[config.mk]
export PLATFORM = sky130hd
export DESIGN_NAME = lab2_proc_squash_drop_ctrl
export DESIGN_NICKNAME = d
export VERILOG_FILES = /design/src/rtl/lab2_proc_squash_drop_ctrl.sv
export SDC_FILE = /design/constraint.sdc
export NUM_CORES = 1
export LEC_CHECK = 0
export ABC_AREA = 1
export CORE_AREA = 2 2 103 105
export CTS_CLUSTER_SIZE = 10
export DETAILED_ROUTE_END_ITERATION = 16
export DIE_AREA = 0 0 105 107
export GPL_ROUTABILITY_DRIVEN = 0
export PLACE_DENSITY = 0.7
export RECOVER_POWER = 100
export SETUP_SLACK_MARGIN = 0.5
export SYNTH_ARGS = -nofsm -noshare
export SYNTH_HDL_FRONTEND = slang
export SYNTH_SLANG_ARGS = --single-unit
[constraint.sdc]
create_clock -name clk -period 6.45 [get_ports clk]
set_input_delay 1.29 -clock clk [delete_from_list [all_inputs] [get_ports clk]]
set_output_delay 1.29 -clock clk [all_outputs]
set_load 0.05 [all_outputs]
[src/rtl/lab2_proc_squash_drop_ctrl.sv]
// Squash-driven response dropper between a requester and its memory port.
// Tracks outstanding requests and discards responses owed to squashed requests.
module lab2_proc_squash_drop_ctrl #(
    parameter int p_req_nbits    = 77,
    parameter int p_resp_nbits   = 47,
    parameter int p_max_inflight = 4,
    localparam int c_cnt_nbits   = $clog2(p_max_inflight + 1)
) (
    input  logic                    clk,
    input  logic                    reset,
    input  logic                    squash,

    input  logic [p_req_nbits-1:0]  procreq_msg,
    input  logic                    procreq_val,
    output logic                    procreq_rdy,

    output logic [p_req_nbits-1:0]  memreq_msg,
    output logic                    memreq_val,
    input  logic                    memreq_rdy,

    input  logic [p_resp_nbits-1:0] memresp_msg,
    input  logic                    memresp_val,
    output logic                    memresp_rdy,

    output logic [p_resp_nbits-1:0] procresp_msg,
    output logic                    procresp_val,
    input  logic                    procresp_rdy,

    output logic [c_cnt_nbits-1:0]  inflight,
    output logic [c_cnt_nbits-1:0]  drop_cnt,
    output logic                    draining
);

    logic [c_cnt_nbits-1:0] inflight_reg, inflight_next;
    logic [c_cnt_nbits-1:0] drop_cnt_reg, drop_cnt_next;
    logic                   full;
    logic                   drop_mode;
    logic                   req_go;
    logic                   resp_go;
    logic                   resp_cnt;

    assign full      = (inflight_reg == c_cnt_nbits'(p_max_inflight));
    assign drop_mode = (drop_cnt_reg != '0) || squash;

    assign memreq_msg   = procreq_msg;
    assign procresp_msg = memresp_msg;

    // Handshake outputs are held low while reset is asserted.
    assign memreq_val   = reset && procreq_val && !squash && !full;
    assign procreq_rdy  = reset && memreq_rdy && !squash && !full;
    assign procresp_val = reset && !drop_mode && memresp_val;
    assign memresp_rdy  = reset && (drop_mode || procresp_rdy);

    assign req_go   = memreq_val && memreq_rdy;
    assign resp_go  = memresp_val && memresp_rdy;
    // A stray response with nothing outstanding must not wrap the counter.
    assign resp_cnt = resp_go && (inflight_reg != '0);

    always_comb begin
        inflight_next = inflight_reg + c_cnt_nbits'(req_go) - c_cnt_nbits'(resp_cnt);
        drop_cnt_next = drop_cnt_reg;
        if (squash) begin
            drop_cnt_next = inflight_reg - c_cnt_nbits'(resp_cnt);
        end else if (resp_go && (drop_cnt_reg != '0)) begin
            drop_cnt_next = drop_cnt_reg - c_cnt_nbits'(1);
        end
    end

    always_ff @(posedge clk or negedge reset) begin
        if (!reset) begin
            inflight_reg <= '0;
            drop_cnt_reg <= '0;
        end else begin
            inflight_reg <= inflight_next;
            drop_cnt_reg <= drop_cnt_next;
        end
    end

    assign inflight = inflight_reg;
    assign drop_cnt = drop_cnt_reg;
    assign draining = (drop_cnt_reg != '0);

    resp_without_req: assert property (@(posedge clk) disable iff (!reset)
        !(memresp_val && (inflight_reg == '0)));

endmodule

==> results of run 1 <==
[metrics by stage]
stage | area (um^2) | setup slack [ps] | power, uW
after floorplan | 1440 | 3010 | 464
after global placement | 846 | 1900 | 343
after detailed placement | 846 | 1840 | 348
after CTS | 887 | 1840 | 405
after global routing | 882 | 1600 | 420
final | 882 | 1810 | 386
[cells in the final DEF (no fill, tap or decap), types with 2 or more instances in the layout]
| cell type | instances |
|---|---|
| dfrtp_1 | 6 |
| ha_1 | 6 |
| nor3_1 | 2 |
| nor2_1 | 4 |
| nand3_1 | 4 |
| inv_2 | 2 |
| clkdlybuf4s50_1 | 5 |
| o21ai_0 | 2 |
| inv_1 | 15 |
| dlygate4sd3_1 | 12 |
| clkbuf_8 | 3 |
| nand2_1 | 19 |
[Yosys cell counts (all sizes together)]
master  number
buf        124
dfrtp        6
fa           1
ha           6
inv         17
nand2       21
nand3        5
nand4        1
nor2         5
nor3         2
o21ai        2
xnor2        1
xor2         1
[final cells by class]
class | count | share of cell area [%]
Inverter | 17 | 7.23
Timing Repair Buffer | 17 | 19.3
Clock buffer | 3 | 4.68
Multi-Input combinational cell | 45 | 32.5
Sequential cell | 6 | 17.0
Tap cell | 136 | 19.3
[path summary, 6_finish.rpt]
kind                              from      endpoint  slack, ps  cells after the start
min in group asynchronous        reset   drop_cnt[2]       1460                      1
min reg2reg                drop_cnt[0]   drop_cnt[0]        510                      2
max in group asynchronous        reset   inflight[0]       4690                      1
max                              reset  procresp_val       1810                      4
min                        drop_cnt[0]   drop_cnt[0]        510                      2
max reg2reg                drop_cnt[1]   inflight[2]       4250                     10
[routing by layer]
metal | GRT usage (%) | part of all wire, % | vias up
met2 | 8.91 | 46 | 87
met5 | 0 | 0 | -
met1 | 3.41 | 21 | 271
li1 | - | - | 246
met4 | 5.52 | 9.1 | 0
met3 | 5.90 | 24 | 48
[worst max-delay path, cell delays in order]
cell and delay, ps:
dlygate4sd3_1 810, nand2_1 180, nor2_1 180, dlygate4sd3_1 890
[cell families after synthesis]
kind of cell | count (synthesis) | share of synthesized area (%)
XOR/XNOR | 2 | 1.22
flip-flops | 6 | 10.5
AO/OA/AOI/OAI | 2 | 0.696
adder cells (fa/ha/maj) | 7 | 6.62
buffers and inverters | 141 | 69.3
AND/OR/NAND/NOR | 34 | 11.8
[power by group]
group,switching (uW),leakage (uW),internal (uW)
Combinational,172,0.000302,78.5
Sequential,23.7,0.0000714,58.3
Clock,14.3,0.0000216,39.9
Total,210,0.000394,177
==> out/metrics.csv, run 1 <==
metric,value,unit
status,"complete, no violations",
Area growth syn-to-layout,-38.6,%
final slew viol count,0,
"FF+latch count, synth",6,
Port Buf Inserts,17,
# resized after CTS,0,
1st-iter DRT viols,23,
CTS tree,built,
grt ovf,0,
I/O pins,266,
Peak VDD IR,0.0694,mV
final setup TNS,0,ps
part of the cycle the worst path needs,71.9,%
Wirelength per Cell,15.0,um
Num CTS Buffers,3,
post-DP HPWL,2980,um
synthesized instance count,192,
final hold violations,0,
# DRC,0,
Worst-Skew Late Latency,220,ps
DRT Pass-1 Iters,4,
Fin Clk Skew,0.894,ps
min Tclk post-route,4640,ps
initial core utilization,14.2,%
Non-Filler Instances,224,
Slew Limit Headroom,62.8,%
"antenna viol nets, final",0,
total global-route track usage,5.65,%
multi-input logic area,287,um^2
hold_buf cts,0,
setup violators final,0,
DR vias/cell,2.91,
WP data arrival,3350,ps
share of cells above drive strength 1,10.2,%
Synth Warn #,0,
Mapped Area,1440,um^2
setup bufs post-CTS,0,
largest net degree at the start of global routing,11,
CP Max Fanout,10,
max_cap viols,0,
vias in the first global route,688,
global-route wire length before repair,4590,um
initial antenna violation count,0,
H-tree Lvls,1,
Die W,105,um
Syn Nets,330,
FF+latch area,150,um^2
die extent in y,107,um
clk root buf,clkbuf_8,
synth unique cells,20,
overall routed net length,3370,um
CTS Buffer Depth,2,
sequential-to-total area share from yosys stat,10.5,%
Final Core Density,8.74,%
Worst Setup Path Type,primary input to output port,
Synth top area share,64.8,%
# diodes,0,
dpl cells,221,
hold slack final,508,ps
Critical Path Source Type,primary input,
PwrDens,438,nW/um^2
Post-Syn Area per Cell,7.48,um^2
WP data required,5160,ps
Yosys top cell by area,buf_4,
RSZ-0062 raised after global routing,false,
Synth area leaders,"buf_4 (65%), dfrtp_1 (10%), ha_1 (5.2%)",
core area,10100,um^2
Worst Tran Pin Value,556,ps
FMAX,0.216,GHz
total number of vias,652,
worst hold path type,register to register,
die area,11200,um^2
Layout Nets,228,
Core Rows,37,
clk slew on worst S/H paths,30,ps
Fillers,1208,
Pleak,0.000394,uW
Critical Path End Type,output port,
total clock sinks,6,
Note: power is estimated with default switching activity, not from simulation.
==> inputs of run 2 (changes only) <==
--- a/config.mk
+++ b/config.mk
@@ -6,12 +6,12 @@
 export NUM_CORES = 1
 export LEC_CHECK = 0
 export ABC_AREA = 1
-export CORE_AREA = 2 2 103 105
+export CORE_AREA = 2 2 102 104
 export CTS_CLUSTER_SIZE = 10
 export DETAILED_ROUTE_END_ITERATION = 16
-export DIE_AREA = 0 0 105 107
+export DIE_AREA = 0 0 104 106
 export GPL_ROUTABILITY_DRIVEN = 0
-export PLACE_DENSITY = 0.7
+export PLACE_DENSITY = 0.71
 export RECOVER_POWER = 100
 export SETUP_SLACK_MARGIN = 0.5
 export SYNTH_ARGS = -nofsm -noshare
==> constraint.sdc (replaced) <==
create_clock -name clk -period 4.3 [get_ports clk]
set_input_delay 0.86 -clock clk [delete_from_list [all_inputs] [get_ports clk]]
set_output_delay 0.86 -clock clk [all_outputs]
set_load 0.05 [all_outputs]
==> out/metrics.csv, run 2 (synthesis results as in run 1) <==
metric,value,unit
post-DP HPWL,2540,um
Fin Clk Skew,4.10,ps
critical path buffer and inverter count,3,
core area,10000,um^2
CP Max Fanout,10,
slowest cell on the critical path,dlygate4sd3_1,
Die W,104,um
"Cell Chain, Critical Path",dlygate4sd3_1 > nand2_1 > nor2_1 > nand2_1 > inv_1 > dlygate4sd3_1,
H-tree Lvls,1,
# resized after CTS,0,
Area growth syn-to-layout,-38.6,%
Port Buf Inserts,17,
clk root buf,clkbuf_8,
# DRC,0,
# diodes,0,
Wirelength per Cell,13.1,um
part of the cycle the worst path needs,86.7,%
total clock sinks,6,
Fillers,1196,
Final Core Density,8.82,%
overall routed net length,2940,um
Critical Path End Type,output port,
Slew Limit Headroom,56.0,%
vias in the first global route,710,
die area,11000,um^2
clk slew on worst S/H paths,30,ps
"antenna viol nets, final",0,
Critical Path Max Stage Delay,860,ps
"delay-heaviest family, CP",buffers and inverters,
initial core utilization,14.4,%
RSZ-0062 raised after global routing,false,
FMAX,0.268,GHz
WP data required,3440,ps
Pleak,0.000394,uW
Non-Filler Instances,224,
dpl cells,221,
min Tclk post-route,3730,ps
largest net degree at the start of global routing,11,
worst hold path type,register to register,
die extent in y,106,um
final hold violations,0,
grt ovf,0,
1st-iter DRT viols,12,
status,"complete, no violations",
total global-route track usage,5.20,%
Core Rows,37,
share of cells above drive strength 1,10.2,%
Layout Nets,228,
CTS Buffer Depth,2,
"commonest non-fill, non-tap cell in the layout",nand2_1,
most frequent cells in the layout,"nand2_1 (19), inv_1 (15), dlygate4sd3_1 (12)",
Worst Setup Path Type,primary input to output port,
DRT Pass-1 Iters,4,
max_cap viols,0,
DR vias/cell,2.91,
CTS tree,built,
I/O pins,266,
Worst-Skew Late Latency,220,ps
final slew viol count,0,
Peak VDD IR,0.297,mV
multi-input logic area,287,um^2
FF+latch area,150,um^2
Critical Path Source Type,primary input,
setup violators final,0,
WP data arrival,2870,ps
initial antenna violation count,0,
total number of vias,652,
Num CTS Buffers,3,
Worst Tran Pin Value,658,ps
hold_buf cts,0,
global-route wire length before repair,4170,um
final setup TNS,0,ps
setup bufs post-CTS,0,
PwrDens,669,nW/um^2
==> run 2: power by group <==
part | internal (uW) | total, uW | switching (uW)
Combinational | 119 | 382 | 263
Clock | 60.0 | 83.3 | 23.2
Sequential | 87.4 | 125 | 37.3
Total | 266 | 590 | 324
==> run 2: layout make-up <==
type / count / share of cell area [%]
clock buffers: 3 / 4.68
inverters: 17 / 7.23
multi-input cells: 45 / 32.5
flip-flops and latches: 6 / 17.0
well taps: 136 / 19.3
repair buffers: 17 / 19.3
==> run 2: metrics by stage <==
step                worst slack [ps]  power, uW  hold slack (ps)  cell area [um^2]
floorplan                       1610        696              564              1440
global placement                 734        531              495               846
detailed placement               685        535              516               846
CTS                              679        622              524               887
global route                     421        647              571               882
finish                           574        590              507               882
==> run 2: worst paths after layout <==
kind	startpoint	slack [ps]	cells after the start	endpoint
max	reset	570	6	procreq_rdy
min	drop_cnt[1]	510	2	drop_cnt[1]
max reg2reg	drop_cnt[0]	2000	10	inflight[2]
min reg2reg	drop_cnt[1]	510	2	drop_cnt[1]
max in group asynchronous	reset	3010	1	inflight[2]
min in group asynchronous	reset	1000	1	inflight[0]
==> run 2: per-layer routing <==
layer	global-route usage (%)	part of all wire (%)	wire [um]
met2	8.04	46	1340
met1	3.26	22	633
met4	8.01	13	386
met3	3.62	20	573
met5	0	0	0
==> run 2: worst min-delay path, stage by stage (launching register included) <==
cell and delay [ps]:
dfrtp_1 360, nand2_1 60, o21ai_0 60
